$ cat config.mk
export PLATFORM = sky130hd
export DESIGN_NAME = imm_extend_pipe
export DESIGN_NICKNAME = d
export VERILOG_FILES = /design/src/rtl/imm_ext_pkg.sv /design/src/rtl/imm_ext_skid.sv /design/src/rtl/imm_extend_pipe.sv
export SDC_FILE = /design/constraint.sdc
export NUM_CORES = 1
export LEC_CHECK = 0
export CAP_MARGIN = 10
export CORE_UTILIZATION = 48
export CTS_CLUSTER_DIAMETER = 120
export CTS_CLUSTER_SIZE = 24
export DETAILED_ROUTE_END_ITERATION = 10
export PLACE_DENSITY = 0.82
export SLEW_MARGIN = 25
export SYNTH_ARGS = -nofsm -noshare
export SYNTH_HDL_FRONTEND = slang
export SYNTH_SLANG_ARGS = --single-unit
$ cat constraint.sdc
create_clock -name clk -period 4.3 [get_ports clk]
set_clock_uncertainty 0.05 [all_clocks]
set_input_delay 1.075 -clock clk [delete_from_list [all_inputs] [get_ports clk]]
set_output_delay 1.075 -clock clk [all_outputs]
set_load 0.01 [all_outputs]
$ cat src/rtl/imm_ext_pkg.sv
// Shared types, default widths and the immediate-extension function for imm_extend_pipe.
package imm_ext_pkg;

  typedef enum logic [1:0] {
    IMM_ZERO   = 2'd0,
    IMM_SIGN   = 2'd1,
    IMM_UPPER  = 2'd2,
    IMM_SHIFT2 = 2'd3
  } immMode_e;

  localparam int unsigned DEF_IN_W  = 16;
  localparam int unsigned DEF_OUT_W = 32;
  localparam int unsigned DEF_TAG_W = 5;
  localparam int unsigned EXT_MAX_W = 64;

  // Pure extension at the widest supported size; callers truncate to their operand width.
  function automatic logic [EXT_MAX_W-1:0] extendImm(
    input logic [EXT_MAX_W-1:0] data,
    input immMode_e             mode,
    input int unsigned          inW,
    input int unsigned          outW
  );
    logic [EXT_MAX_W-1:0] inMask;
    logic [EXT_MAX_W-1:0] zext;
    logic [EXT_MAX_W-1:0] sext;
    logic [EXT_MAX_W-1:0] res;
    inMask = (EXT_MAX_W'(1) << inW) - EXT_MAX_W'(1);
    zext   = data & inMask;
    sext   = data[6'(inW - 1)] ? (zext | ~inMask) : zext;
    case (mode)
      IMM_ZERO:   res = zext;
      IMM_SIGN:   res = sext;
      IMM_UPPER:  res = zext << (outW - inW);
      IMM_SHIFT2: res = sext << 2;
      default:    res = zext;
    endcase
    return res & ((EXT_MAX_W'(1) << outW) - EXT_MAX_W'(1));
  endfunction

endpackage

$ cat src/rtl/imm_ext_skid.sv
// Output register plus one-entry skid buffer; upReady is a flop so no downstream ready path reaches upstream.
module imm_ext_skid
  import imm_ext_pkg::*;
#(
  parameter int unsigned W = DEF_OUT_W + DEF_TAG_W
) (
  input  logic         clk,
  input  logic         rst_n,
  input  logic         flush,
  input  logic         upValid,
  output logic         upReady,
  input  logic [W-1:0] upData,
  output logic         dnValid,
  input  logic         dnReady,
  output logic [W-1:0] dnData
);

  logic         skidEmptyQ;
  logic [W-1:0] skidDataQ;
  logic         dnValidQ;
  logic [W-1:0] dnDataQ;
  logic         accept;
  logic         dnFree;

  assign upReady = skidEmptyQ;
  assign dnValid = dnValidQ;
  assign dnData  = dnDataQ;
  assign accept  = upValid && skidEmptyQ;
  assign dnFree  = !dnValidQ || dnReady;

  // A held skid beat always refills the output before any new input is taken.
  always_ff @(posedge clk or negedge rst_n) begin
    if (!rst_n) begin
      skidEmptyQ <= 1'b1;
      skidDataQ  <= '0;
      dnValidQ   <= 1'b0;
      dnDataQ    <= '0;
    end else if (flush) begin
      skidEmptyQ <= 1'b1;
      dnValidQ   <= 1'b0;
    end else if (dnFree) begin
      if (!skidEmptyQ) begin
        dnDataQ    <= skidDataQ;
        dnValidQ   <= 1'b1;
        skidEmptyQ <= 1'b1;
      end else begin
        dnValidQ <= accept;
        if (accept) dnDataQ <= upData;
      end
    end else if (accept) begin
      skidDataQ  <= upData;
      skidEmptyQ <= 1'b0;
    end
  end

endmodule

$ cat src/rtl/imm_extend_pipe.sv
// Pipelined immediate-extension unit with valid/ready handshake and synchronous flush.
// Define IMM_EXT_SKID_EN to insert a one-entry skid buffer and register in_ready.
module imm_extend_pipe
  import imm_ext_pkg::*;
#(
  parameter int unsigned IN_W  = DEF_IN_W,
  parameter int unsigned OUT_W = DEF_OUT_W,
  parameter int unsigned TAG_W = DEF_TAG_W
) (
  input  logic             clk,
  input  logic             rst_n,
  input  logic             flush,
  input  logic             in_valid,
  output logic             in_ready,
  input  logic [IN_W-1:0]  in_data,
  input  logic [1:0]       in_mode,
  input  logic [TAG_W-1:0] in_tag,
  output logic             out_valid,
  input  logic             out_ready,
  output logic [OUT_W-1:0] out_data,
  output logic [TAG_W-1:0] out_tag
);

  logic [OUT_W-1:0] extData;

  // All arithmetic sits in front of the register; the output side only moves data.
  assign extData = OUT_W'(extendImm(EXT_MAX_W'(in_data), immMode_e'(in_mode), IN_W, OUT_W));

`ifdef IMM_EXT_SKID_EN
  logic [OUT_W+TAG_W-1:0] dnPayload;

  imm_ext_skid #(
    .W (OUT_W + TAG_W)
  ) uSkid (
    .clk     (clk),
    .rst_n   (rst_n),
    .flush   (flush),
    .upValid (in_valid),
    .upReady (in_ready),
    .upData  ({extData, in_tag}),
    .dnValid (out_valid),
    .dnReady (out_ready),
    .dnData  (dnPayload)
  );

  assign out_data = dnPayload[OUT_W+TAG_W-1:TAG_W];
  assign out_tag  = dnPayload[TAG_W-1:0];
`else
  logic             outValidQ;
  logic [OUT_W-1:0] outDataQ;
  logic [TAG_W-1:0] outTagQ;
  logic             load;

  assign in_ready  = !outValidQ || out_ready;
  assign load      = in_valid && in_ready && !flush;
  assign out_valid = outValidQ;
  assign out_data  = outDataQ;
  assign out_tag   = outTagQ;

  // Data/tag move only on a real load so a stalled or flushed output stays put.
  always_ff @(posedge clk or negedge rst_n) begin
    if (!rst_n) begin
      outValidQ <= 1'b0;
      outDataQ  <= '0;
      outTagQ   <= '0;
    end else begin
      if (flush)         outValidQ <= 1'b0;
      else if (in_ready) outValidQ <= in_valid;
      if (load) begin
        outDataQ <= extData;
        outTagQ  <= in_tag;
      end
    end
  end
`endif

endmodule

* After elaboration in Yosys (flattened, before gate mapping)
Index checks and enable logic that the tools add are counted.
** Storage, ports and cells
- Bits in registers :: 38
- Logic and storage cells :: 17
- Input port bits :: 28
- Output and inout bits :: 39
** Cells by class
- Eq/ne operators :: 3
- Reduce and logical (&&, ||, !) cells :: 7
- Mux-type cells :: 4
** Operators by type and width (count)
- case mux 32 bit (4 select lines) :: 1
- two-way mux 32 bit :: 1
- equality test 2 bit (second input constant) :: 2
- equality test 2 x 1 -> 1 bit (second input constant) :: 1
- logical AND 1 bit :: 2
- zero test 1 bit :: 2
- zero test 2 bit :: 1
- two-way mux 1 bit :: 2
- nonzero test 2 bit :: 1
- logical OR 1 bit :: 1

* Depth between registers and ports, before layout
Gate-level depths: netlist of the first run.
- Depth in word-level cells :: 4
- Mapped depth :: 5
- Mapped depth without buffers :: 3

* Worst setup path before layout of the first run
Ideal clock, no wire load.
- Path kind :: input-to-output
- Start point :: input out_ready
- End point :: output in_ready
- Required time :: 3175 ps
- Path slack :: 1918 ps
- Data arrival time :: 1257 ps
- Stages on the path :: 2
- Cells stage by stage :: nor2b_4 -> inv_1
** On the way
- Cells in the longest elaborated chain, start to end :: 1
** Ends and longest elaborated chain
- start: declaration :: RTL line imm_extend_pipe.sv:19 : input logic out_ready,
- logical OR 1 bit :: RTL line imm_extend_pipe.sv:54 : assign in_ready = !outValidQ || out_ready;
- end: declaration :: RTL line imm_extend_pipe.sv:14 : output logic in_ready,
No other way between the ends.

* Worst setup path after layout of the first run
Same ends and word-level chain as after synthesis.

==> impl_metrics.json, run 1 <==
{
  "status": "finished, final reports clean",
  "core_mm2": 0.003689,
  "grt_max_degree": 39,
  "critPathSlowestCell": "clkdlybuf4s50_1",
  "finalWorstSetupSlack_ns": 0.9569,
  "hold_class": "reg2reg",
  "ys.warnings.count": 0,
  "grt-ovfl-total": 0,
  "numCtsBuffers": 5,
  "period_needed_ns": 3.343,
  "synthesis.instances": 144,
  "worstMarginPinSlew_ns": 0.8360,
  "tns_ns": 0,
  "path_buf_inv": 3,
  "yosysSeqAreaShare_pct": 51.11,
  "cts_setup_buffers": 0,
  "slew_violations": 0,
  "r2r-end": "out_data[0]",
  "cts.clk_slew.worst_paths_ns": 0.07,
  "vdd_drop_max_mv": 0.2448,
  "ys_seq_elements": 38,
  "critPathKind": "in2out",
  "ant_nets": 0,
  "synthTopCellsByCount": "dfrtp_1 (38), inv_1 (17), mux2i_1 (16), a21oi_1 (15), mux2_4 (14)",
  "reg2reg_from": "out_valid",
  "fp.dieW_um": 64.26,
  "io_pins": 67,
  "cp_slowest_stage_delay_ns": 0.47,
  "rows": 22,
  "drt_first_iter_violations": 40,
  "grt_usage_pct": 22.71,
  "slew_headroom_pct": 44.27,
  "power.density_mw_per_mm2": 402.1,
  "routed_wl_um": 4206,
  "cts-root-buf": "clkbuf_8",
  "final_cells": 259,
  "die_y_um": 64.26,
  "cp_common_cell": "clkdlybuf4s50_1",
  "synth-edff-count": 0,
  "place_congestion": 0.7572,
  "cts_resized": 0,
  "final_hold_viol_count": 0,
  "drv_cap": 0,
  "power_mw": 1.039,
  "fmax_ghz": 0.2991,
  "critical_path.top_delay_family": "buffers and inverters",
  "worst_ep_arrival_time_ns": 2.22,
  "synth.net_count": 172,
  "start_kind": "primary input",
  "place_ws_ns": 0.9497,
  "setup_violations": 0,
  "clkLatencyLatePin_ns": 0.29,
  "drc_errors": 0,
  "drtPass1Iterations": 4,
  "rsz0062_at_grt": "false",
  "rr_worst_depth": 4,
  "syn_area_per_cell_um2": 12.92,
  "whs_path_depth": 1,
  "start_util_pct": 50.44,
  "grt_pass1_vias": 1474,
  "io_buffers": 66,
  "min_period_over_period_pct": 77.75,
  "whs_endpoint": "out_data[7]",
  "worst_hold_slack_ns": 0.4634,
  "leakagePower_nw": 1.148,
  "crit_required_ns": 3.17,
  "area_growth_pct": 38.87,
  "crit_fanout": 3,
  "htreeDepth": 2,
  "cts_sinks": 38,
  "ys.flop_type": "dfrtp_1",
  "place_inst": 251,
  "antenna_found_initial": 0,
  "vias": 1368,
  "drt-wirelength-per-cell_um": 16.24,
  "grt_first_pass_wirelength_um": 6962,
  "post-synth-top-area-cell": "dfrtp_1",
  "synth.area.top_cells": "dfrtp_1 (51%), mux2_4 (11%), mux2i_1 (8.6%)",
  "yosysMostFrequentCell": "dfrtp_1",
  "finalNetCount": 238,
  "synth_area_mm2": 0.001861,
  "async_flop_share_pct": 100.0,
  "end_kind": "output pin",
  "reg2reg_slack_ns": 2.49,
  "hp-start": "out_data[7]",
  "synth_cell_types": 23,
  "holdBufCountCts": 0,
  "cts_tree": "built",
  "dieArea_mm2": 0.004129,
  "path_cells": "clkdlybuf4s50_1, nor2b_4, inv_1, clkdlybuf4s50_1",
  "antenna_cells": 0,
  "cts_buffer_depth": 2,
  "drive_gt1_share_pct": 16.59,
  "synth_top_area_share_pct": 51.11,
  "viasPerCell": 5.282,
  "post-dp-hpwl_um": 2914
}
power by group:
part | switching [mW] | total (mW) | internal [mW]
logic | 0.124 | 0.325 | 0.201
registers | 0.0368 | 0.458 | 0.421
clock network | 0.127 | 0.256 | 0.129
metal layers:
metal  global-route usage [%]  part of all wire, %  up-vias
met4                    9.167                  1.6        0
met3                    8.571                  7.5        6
met5                        0                    0        -
met1                    26.50                   41      679
met2                    37.37                   50       55
li1                         -                    -      628
layout make-up:
type,count,area (um2)
clock inverters,1,5.005
repair buffers,67,663.1
well taps,48,60.06
inverters,18,67.56
multi-input cells,80,750.7
flip-flops and latches,38,950.9
fillers,279,1105
clock buffers,7,86.33
cell usage in the layout (no fill, tap or decap):
master           count
clkdlybuf4s50_1     65
a21oi_1             15
and3_1               1
buf_2                1
dfrtp_1             38
and2b_1              1
nor2b_4              1
inv_2                1
nor3b_4              1
and2_1               1
buf_4                1
and2_4               1
nor2b_1              4
mux2i_1             16
nor2_1               2
clkbuf_8             6
mux2_2               7
o31a_1               1
or2_2                1
clkinv_2             1
nand2_1              1
clkbuf_1             1
a22o_1              13
inv_1               17
mux2_4              14
state kept, by name (all words and copies together), names as in the netlist:
register	cells
out_data	32
out_tag	5
out_valid	1
worst max path at each step:
stage                          from  endpoint  depth (start not counted)
after CTS                 out_ready  in_ready                          4
after detailed placement  out_ready  in_ready                          4
after floorplan           out_ready  in_ready                          2
after global placement    out_ready  in_ready                          4
after global routing      out_ready  in_ready                          4
final                     out_ready  in_ready                          4
through the flow:
stage,utilization (%),area [um2]
global route,70.05,2584
finish,70.05,2584
detailed placement,67.57,2492
floorplan,-,1861
global placement,67.57,2492
CTS,70.05,2584
logic make-up after synthesis:
kind of cell,count (synthesis),synth area share [%]
compound gates,29,10.63
simple gates,14,5.246
mux,37,24.14
flops,38,51.11
buf+inv,26,8.876
No activity file was read; power rests on OpenSTA's default activity.
==> inputs of run 2 (changes only) <==
Settings changed: CORE_UTILIZATION 48 to 40, PLACE_DENSITY 0.82 to 0.73.
Clock period 4.3 ns to 2.8 ns, I/O delays scaled along.
==> impl_metrics.json, run 2 (synthesized netlist as in run 1, its figures left out) <==
{
  "cts-root-buf": "clkbuf_8",
  "status": "finished, final reports clean",
  "start_kind": "primary input",
  "cp_slowest_stage_delay_ns": 0.52,
  "crit_fanout": 3,
  "grt_pass1_vias": 1424,
  "cts.clk_slew.worst_paths_ns": 0.08,
  "cts_sinks": 38,
  "grt_max_degree": 39,
  "largest_reg_flops": 32,
  "drt_first_iter_violations": 68,
  "post-dp-hpwl_um": 3212,
  "grt-ovfl-total": 0,
  "fp.dieW_um": 70.20,
  "start_util_pct": 42.15,
  "area_growth_pct": 40.42,
  "io_pins": 67,
  "period_needed_ns": 2.578,
  "drc_errors": 0,
  "r2r-end": "out_data[30]",
  "end_kind": "output pin",
  "htreeDepth": 2,
  "finalNetCount": 239,
  "antenna_found_initial": 0,
  "holdBufCountCts": 0,
  "vias": 1342,
  "io_buffers": 66,
  "rsz0062_at_grt": "false",
  "mostFrequentLayoutCells": "clkdlybuf4s50_1 (65), dfrtp_1 (38), inv_1 (17), mux2i_1 (16), a21oi_1 (15)",
  "cts_buffer_depth": 2,
  "final_hold_viol_count": 0,
  "path_cells": "clkdlybuf4s50_1, nor2b_4, inv_1, clkdlybuf4s50_1",
  "drive_gt1_share_pct": 17.45,
  "fmax_ghz": 0.3880,
  "clkLatencyLatePin_ns": 0.28,
  "power_mw": 1.591,
  "place_congestion": 0.8048,
  "dieArea_mm2": 0.004928,
  "cp_common_cell": "clkdlybuf4s50_1",
  "ant_nets": 0,
  "routed_wl_um": 4271,
  "cts_resized": 0,
  "worstMarginPinSlew_ns": 0.8189,
  "numCtsBuffers": 5,
  "grt_usage_pct": 18.37,
  "slew_violations": 0,
  "drt-wirelength-per-cell_um": 16.18,
  "min_period_over_period_pct": 92.06,
  "layout_commonest_cell": "clkdlybuf4s50_1",
  "setup_violations": 0,
  "antenna_cells": 0,
  "tns_ns": 0,
  "reg2reg_from": "out_valid",
  "power.density_mw_per_mm2": 609.2,
  "cts_setup_buffers": 0,
  "grt_first_pass_wirelength_um": 7024,
  "rows": 24,
  "worst_ep_arrival_time_ns": 1.83,
  "viasPerCell": 5.083,
  "leakagePower_nw": 1.156,
  "crit_required_ns": 2.05,
  "vdd_drop_max_mv": 0.3027,
  "hold_class": "in2async",
  "die_y_um": 70.20,
  "cts_tree": "built",
  "slew_headroom_pct": 45.41,
  "critPathKind": "in2out",
  "core_mm2": 0.004414,
  "drtPass1Iterations": 4,
  "rr_worst_depth": 5,
  "critPathSlowestCell": "clkdlybuf4s50_1",
  "drv_cap": 0,
  "reg2reg_slack_ns": 1.07
}
==> run 2: power breakdown <==
group	leakage (nW)	switching (mW)	internal, mW
Clock	0.0472	0.187	0.198
Combinational	0.639	0.191	0.311
Sequential	0.469	0.0576	0.647
==> run 2: worst max-delay path by stage <==
stage / slack (ns) / endpoint / from / cells past startpoint
floorplan: 1.13 / out_data[10] / out_ready / 5
global placement: 0.22 / in_ready / out_ready / 4
detailed placement: 0.22 / in_ready / out_ready / 4
CTS: 0.22 / in_ready / out_ready / 4
global route: 0.19 / in_ready / out_ready / 4
finish: 0.22 / in_ready / out_ready / 4
==> run 2: final cells by class <==
class                   instances  area (um2)
clock inverters                 2       12.51
fillers                       358        1802
flip-flops and latches         38       950.9
multi-input cells              80       750.7
well taps                      52       65.06
clock buffers                   6       82.58
inverters                      18       67.56
repair buffers                 68       683.2
==> run 2: critical path, delay by kind of cell <==
kind | cells | cell delay [ns]
buf+inv | 3 | 1.07
simple gates | 1 | 0.06
==> run 2: per-layer routing <==
metal  wire length, um  global-route usage, %
met1              1791                  22.16
met2              2144                  31.30
met3               266                  4.906
met4                69                  6.889
met5                 0                      0
==> run 2: per-stage QoR <==
stage	instance area, um2	cells	setup WS, ns	util, %	hold WS, ns
2_1_floorplan	1861	144	1.132	-	0.3544
3_3_place_gp	2517	256	0.2206	57.03	0.4441
3_5_place_dp	2517	256	0.2179	57.03	0.4457
4_1_cts	2613	264	0.2156	59.18	0.4700
5_1_grt	2613	264	0.1889	59.18	0.4832
6_report	2613	264	0.2223	59.18	0.4447
